### src/rtl/sram_arbiter_pkg.sv
// Shared definitions for the SRAM arbiter: FSM state encodings, default
// timing parameters and internal field widths.
package sram_arbiter_pkg;

  localparam int unsigned RD_WAIT_DEFAULT  = 1;
  localparam int unsigned WR_PULSE_DEFAULT = 1;

  localparam int unsigned CNT_W   = 3;
  localparam int unsigned ADDR_W  = 20;
  localparam int unsigned DATA_W  = 32;
  localparam int unsigned BE_W    = 4;

  typedef enum logic [2:0] {
    ST_IDLE     = 3'd0,
    ST_RD       = 3'd1,
    ST_WR_SETUP = 3'd2,
    ST_WR_PULSE = 3'd3,
    ST_WR_HOLD  = 3'd4,
    ST_DONE     = 3'd5
  } state_e;

endpackage

### src/rtl/sram_arbiter.sv
// Two-port arbiter in front of a single asynchronous SRAM.
// An instruction-fetch read port (if_*) and a data read/write port (d_*)
// share the SRAM; ties alternate, with the data port winning the first one.
// Ports:
//   clk, rst                     clock, synchronous active-high reset
//   if_req/if_addr               fetch request, byte address
//   if_rdata/if_ack              fetched word, one-cycle completion pulse
//   d_req/d_we/d_addr/d_wdata/d_be   data request, direction, address, data, byte enables
//   d_rdata/d_ack                read word, one-cycle completion pulse
//   stall_req                    combinational pipeline stall request
//   sram_addr/sram_wdata/sram_wdata_oe/sram_rdata   SRAM word address and data bus
//   sram_ce_n/sram_oe_n/sram_we_n/sram_be_n         active-low SRAM strobes
module sram_arbiter
  import sram_arbiter_pkg::*;
#(
  parameter int unsigned RD_WAIT  = RD_WAIT_DEFAULT,
  parameter int unsigned WR_PULSE = WR_PULSE_DEFAULT
) (
  input  logic        clk,
  input  logic        rst,
  input  logic        if_req,
  input  logic [31:0] if_addr,
  output logic [31:0] if_rdata,
  output logic        if_ack,
  input  logic        d_req,
  input  logic        d_we,
  input  logic [31:0] d_addr,
  input  logic [31:0] d_wdata,
  input  logic [3:0]  d_be,
  output logic [31:0] d_rdata,
  output logic        d_ack,
  output logic        stall_req,
  output logic [19:0] sram_addr,
  output logic [31:0] sram_wdata,
  output logic        sram_wdata_oe,
  input  logic [31:0] sram_rdata,
  output logic        sram_ce_n,
  output logic        sram_oe_n,
  output logic        sram_we_n,
  output logic [3:0]  sram_be_n
);

  state_e              state_q, state_d;
  logic [CNT_W-1:0]    cnt_q, cnt_d;
  logic                last_if_q, last_if_d;   // 1: last grant went to fetch
  logic                port_q, port_d;         // 1: data port owns the transaction
  logic                grant_d;
  logic [ADDR_W-1:0]   addr_d;
  logic [DATA_W-1:0]   wdata_d;
  logic [BE_W-1:0]     be_q, be_d;

  logic                ce_n_d, oe_n_d, we_n_d, wdata_oe_d;
  logic [BE_W-1:0]     be_n_d;
  logic                if_ack_d, d_ack_d;
  logic                capture;

  // Word addressing only uses addr[21:2]
  logic unused_addr_bits;
  assign unused_addr_bits = ^{if_addr[31:22], if_addr[1:0], d_addr[31:22], d_addr[1:0]};

  assign stall_req = (if_req & ~if_ack) | (d_req & ~d_ack);

  // Read data is sampled at the end of the last RD cycle
  assign capture = (state_q == ST_RD) && (cnt_q == '0);

  // Next state, grant, counter, and next-cycle strobe values
  always_comb begin
    state_d    = state_q;
    cnt_d      = cnt_q;
    last_if_d  = last_if_q;
    port_d     = port_q;
    grant_d    = 1'b0;
    addr_d     = sram_addr;
    wdata_d    = sram_wdata;
    be_d       = be_q;
    ce_n_d     = 1'b1;
    oe_n_d     = 1'b1;
    we_n_d     = 1'b1;
    wdata_oe_d = 1'b0;
    be_n_d     = '1;
    if_ack_d   = 1'b0;
    d_ack_d    = 1'b0;

    case (state_q)
      ST_IDLE: begin
        if (if_req || d_req) begin
          // Data wins if it is alone or if fetch had the previous grant
          grant_d   = d_req & (~if_req | last_if_q);
          port_d    = grant_d;
          last_if_d = ~grant_d;
          if (grant_d) begin
            addr_d  = d_addr[21:2];
            wdata_d = d_wdata;
            be_d    = d_be;
          end else begin
            addr_d  = if_addr[21:2];
          end
          if (grant_d && d_we) begin
            state_d = ST_WR_SETUP;
          end else begin
            state_d = ST_RD;
            cnt_d   = CNT_W'(RD_WAIT);
          end
        end
      end
      ST_RD: begin
        if (cnt_q == '0) state_d = ST_DONE;
        else             cnt_d   = cnt_q - CNT_W'(1);
      end
      ST_WR_SETUP: begin
        state_d = ST_WR_PULSE;
        cnt_d   = CNT_W'(WR_PULSE - 1);
      end
      ST_WR_PULSE: begin
        if (cnt_q == '0) state_d = ST_WR_HOLD;
        else             cnt_d   = cnt_q - CNT_W'(1);
      end
      ST_WR_HOLD: state_d = ST_DONE;
      ST_DONE:    state_d = ST_IDLE;
      default:    state_d = ST_IDLE;
    endcase

    // Strobes are registered, so they are decoded from the next state
    case (state_d)
      ST_RD: begin
        ce_n_d = 1'b0;
        oe_n_d = 1'b0;
        be_n_d = '0;
      end
      ST_WR_SETUP, ST_WR_HOLD: begin
        ce_n_d     = 1'b0;
        wdata_oe_d = 1'b1;
        be_n_d     = ~be_d;
      end
      ST_WR_PULSE: begin
        ce_n_d     = 1'b0;
        we_n_d     = 1'b0;
        wdata_oe_d = 1'b1;
        be_n_d     = ~be_d;
      end
      ST_DONE: begin
        if_ack_d = ~port_d;
        d_ack_d  = port_d;
      end
      default: ;
    endcase
  end

  // State, counter and transaction registers
  always_ff @(posedge clk) begin
    if (rst) begin
      state_q   <= ST_IDLE;
      cnt_q     <= '0;
      last_if_q <= 1'b1;
      port_q    <= 1'b0;
      be_q      <= '0;
    end else begin
      state_q   <= state_d;
      cnt_q     <= cnt_d;
      last_if_q <= last_if_d;
      port_q    <= port_d;
      be_q      <= be_d;
    end
  end

  // Registered SRAM interface and completion outputs
  always_ff @(posedge clk) begin
    if (rst) begin
      sram_addr     <= '0;
      sram_wdata    <= '0;
      sram_wdata_oe <= 1'b0;
      sram_ce_n     <= 1'b1;
      sram_oe_n     <= 1'b1;
      sram_we_n     <= 1'b1;
      sram_be_n     <= '1;
      if_ack        <= 1'b0;
      d_ack         <= 1'b0;
      if_rdata      <= '0;
      d_rdata       <= '0;
    end else begin
      sram_addr     <= addr_d;
      sram_wdata    <= wdata_d;
      sram_wdata_oe <= wdata_oe_d;
      sram_ce_n     <= ce_n_d;
      sram_oe_n     <= oe_n_d;
      sram_we_n     <= we_n_d;
      sram_be_n     <= be_n_d;
      if_ack        <= if_ack_d;
      d_ack         <= d_ack_d;
      if (capture) begin
        if (port_q) d_rdata  <= sram_rdata;
        else        if_rdata <= sram_rdata;
      end
    end
  end

endmodule

### config.mk
export PLATFORM = sky130hd
export DESIGN_NAME = sram_arbiter
export DESIGN_NICKNAME = d
export VERILOG_FILES = /design/src/rtl/sram_arbiter_pkg.sv /design/src/rtl/sram_arbiter.sv
export SDC_FILE = /design/constraint.sdc
export NUM_CORES = 1
export LEC_CHECK = 0
export CAP_MARGIN = 20
export CORE_ASPECT_RATIO = 1.4
export CORE_MARGIN = 2
export CORE_UTILIZATION = 33
export CTS_CLUSTER_DIAMETER = 50
export DETAILED_ROUTE_END_ITERATION = 10
export PLACE_DENSITY_LB_ADDON = 0.08
export SLEW_MARGIN = 30
export SYNTH_ARGS = -nofsm -noshare
export SYNTH_HDL_FRONTEND = slang
export SYNTH_SLANG_ARGS = --single-unit
### constraint.sdc
create_clock -name clk -period 2.15 [get_ports clk]
set_clock_uncertainty 0.05 [all_clocks]
set_input_delay 0.43 -clock clk [delete_from_list [all_inputs] [get_ports clk]]
set_output_delay 0.43 -clock clk [all_outputs]
set_load 0.005 [all_outputs]
==> run metrics <==
status finished clean; largest net degree at the start of global routing 50; CP arrival roughly 1.4 ns; number of synthesized flops with an enable pin 0; cts repair resizes 1; Setup crit start if_req; Seq cells post-synth about 140; clock-pin slew on the worst setup and hold paths 0.05 ns; reg2reg start cnt_q[0]; # diodes 0; CTS sink count 138; Worst setup EP type primary output; Ys Warns 0; Die H approximately 150 um; H-tree depth 4; setup bufs post-CTS 0; first-pass GRT wire length 24590 um; clk root buf clkbuf_16; area of the core roughly 0.016 sq mm; area grow syn2layout 61.23%; Final setup viols 0; CTS tree yes; register area share after synthesis 52.98%; crit start category input pin; Clock Path Buffers 2; Final Hold Fails 0; main flop type after synthesis dfxtp_1; die area 0.01684 sq mm; hold crit path type input pin to flip-flop; Remaining DRCs 0; R2R Path End d_rdata[11]; Peak Freq roughly 0.53 GHz; Setup TNS Final 0 ns; Antenna Nets Post-Route 0; period utilization about 88%; peak supply drop 0.0004891 V; Leak around 3.0 nW; worst stage delay on the critical path 0.49 ns; final RePlAce weighted congestion roughly 0.77; worst-margin pin slew 0.4910 ns; Initial DRC Count 201; initial antenna violation count 0; crit path to stall_req; first-pass iteration count of the detailed router 4; Rows 54; min cycle time layout 1.896 ns; post-synthesis async set-or-reset flop share 0%; max-cap violations 0; Avg Inst Size Synth 8.136 sq um; Synth Net Count 780; I/O pin cnt 264; crit-path cells clkdlybuf4s50_1 -> inv_1 -> o22ai_1 -> dlygate4sd2_1; power per cell area 955.6 mW/mm^2; worst-path fanout max 2; distinct cell type count after synthesis 37; unrepaired setup endpoints after global routing false; worst slew margin relative to its limit around two thirds; layout cell share with drive strength beyond 1 6.940%; gr ovfl total 0; reg2reg setup slack 0.33 ns; initial core utilization around 34%; fin. max-slew vios 0; Crit Path Category input pin to primary output; Syn Inst Count 641; Clock Latency Late Sink 0.41 ns; FF-to-FF path depth 7; die width 110.2 um; Data required, critical path 1.67 ns; drt total wl 15420 um; Post-Synthesis Cell Area 0.005215 sq mm; number of global-route vias before repair 5071; Post-CTS Hold Fix Bufs 0; final net count around 1.0k; Vias 5132; Slowest cell on crit path clkdlybuf4s50_1; Power Total 8.035 mW; Vias per Instance between 4 and 5; wire per inst 14.34 um; CTS Buf Count 17; HPWL after detailed placement approximately 11000 um; I/O Buffers 239; GRT Total Usage 18.56%
metal layers:
metal	vias to the layer above	share of wire [%]	global-route usage, %	wire length, um
met5	-	0	0	0
met4	0	2.4	8.155	366
met3	24	8.0	7.015	1236
met2	158	51	32.02	7842
met1	2388	39	19.71	5970
li1	2562	-	-	-
placed cells by master, fill, tap and decap left out, drive strengths merged:
cell type and n:
o21ai 7, and4 1, a41oi 1, nor2 29, inv 8, ha 2, a211oi 1, nor4 3
nand3 2, and2 2, a221oi 5, nor2b 4, clkinv 3, dlygate4sd2 1, clkinvlp 1, a2bb2oi 1
nor3 6, nand2b 1, o311ai 1, and3b 1, clkbuf 26, nand3b 2, buf 17, and3 2
o41ai 1, dfxtp 138, o22ai 1, o221a 1, bufinv 2, a311oi 20, nor4b 1, a21oi 104
clkdlybuf4s50 237, nand2 246, a21boi 1
worst min-delay path by stage:
| stage | endpoint | startpoint | slack, ns | depth (start not counted) |
|---|---|---|---|---|
| finish | port_q | rst | 0.40 | 2 |
| global route | state_q[2] | rst | 0.40 | 2 |
| CTS | port_q | rst | 0.39 | 2 |
| detailed placement | sram_be_n[3] | be_q[3] | 0.39 | 1 |
| global placement | sram_be_n[2] | be_q[2] | 0.38 | 1 |
| floorplan | sram_be_n[0] | be_q[0] | 0.38 | 1 |
cell usage after synthesis (2+ instances only):
cell type / n / share of area (%)
nor3_1: 5 / 0.48
a311oi_2: 10 / 2.9
a21oi_2: 3 / 0.50
and2_1: 2 / 0.24
buf_2: 15 / 1.4
and3_1: 2 / 0.24
a221oi_1: 5 / 0.84
buf_6: 6 / 1.3
nand2_1: 246 / 18
nand3b_1: 2 / 0.29
nand3_1: 2 / 0.19
nor4_1: 2 / 0.24
a21oi_1: 101 / 9.7
o21ai_0: 7 / 0.67
nor2b_1: 4 / 0.48
nor2_1: 29 / 2.1
buf_4: 5 / 0.72
ha_1: 2 / 0.48
clkbuf_1: 22 / 1.6
a311oi_1: 10 / 1.7
dfxtp_1: 138 / 53
inv_1: 8 / 0.58
logic make-up after synthesis:
| logic type | after synthesis | synth area share, % |
|---|---|---|
| AOI/OAI and AO/OA | 144 | 17.56 |
| adders and majority gates | 2 | 0.4798 |
| buffers and inverters | 57 | 5.686 |
| DFF | 138 | 52.98 |
| and+or+nand+nor | 300 | 23.30 |
worst max-delay path, delay by kind of cell:
family | cells | cell delay, ns
AOI/OAI and AO/OA | 1 | 0.15
buffers and inverters | 3 | 0.83
state kept, by name, indices dropped and copies added (netlist names), 3 cells and up:
register	count
d_rdata	32
if_rdata	32
sram_wdata	32
sram_addr	20
be_q	4
sram_be_n	4
cnt_q	3
state_q	3
power by group:
part           internal (mW)  switching [mW]  total (mW)
sequential              2.90           0.192        3.09
clock                   1.83            1.04        2.87
combinational           1.12           0.952        2.07
total                   5.85            2.18        8.04
stage by stage:
stage / cell area (sq um) / hold WS [ns] / instances / setup WS [ns] / util (%)
final: 8408 / 0.3955 / 1075 / 0.2544 / 54.11
after detailed placement: 7824 / 0.3930 / 1043 / -0.03829 / 50.35
after CTS: 8408 / 0.3885 / 1075 / 0.2373 / 54.11
after floorplan: 5215 / 0.3788 / 641 / 0.5425 / -
after global routing: 8408 / 0.3982 / 1075 / 0.1985 / 54.11
after global placement: 7824 / 0.3815 / 1043 / -0.03218 / 50.35
final cells by class:
class / count / area [sq um]
Sequential cell: 138 / 2763
Multi-Input combinational cell: 446 / 2163
Timing Repair Buffer: 255 / 2621
Inverter: 8 / 30.03
Tap cell: 196 / 245.2
Fill cell: 1476 / 7132
Clock inverter: 6 / 86.33
Clock buffer: 26 / 499.2
Power figures use the tool's default switching activity.
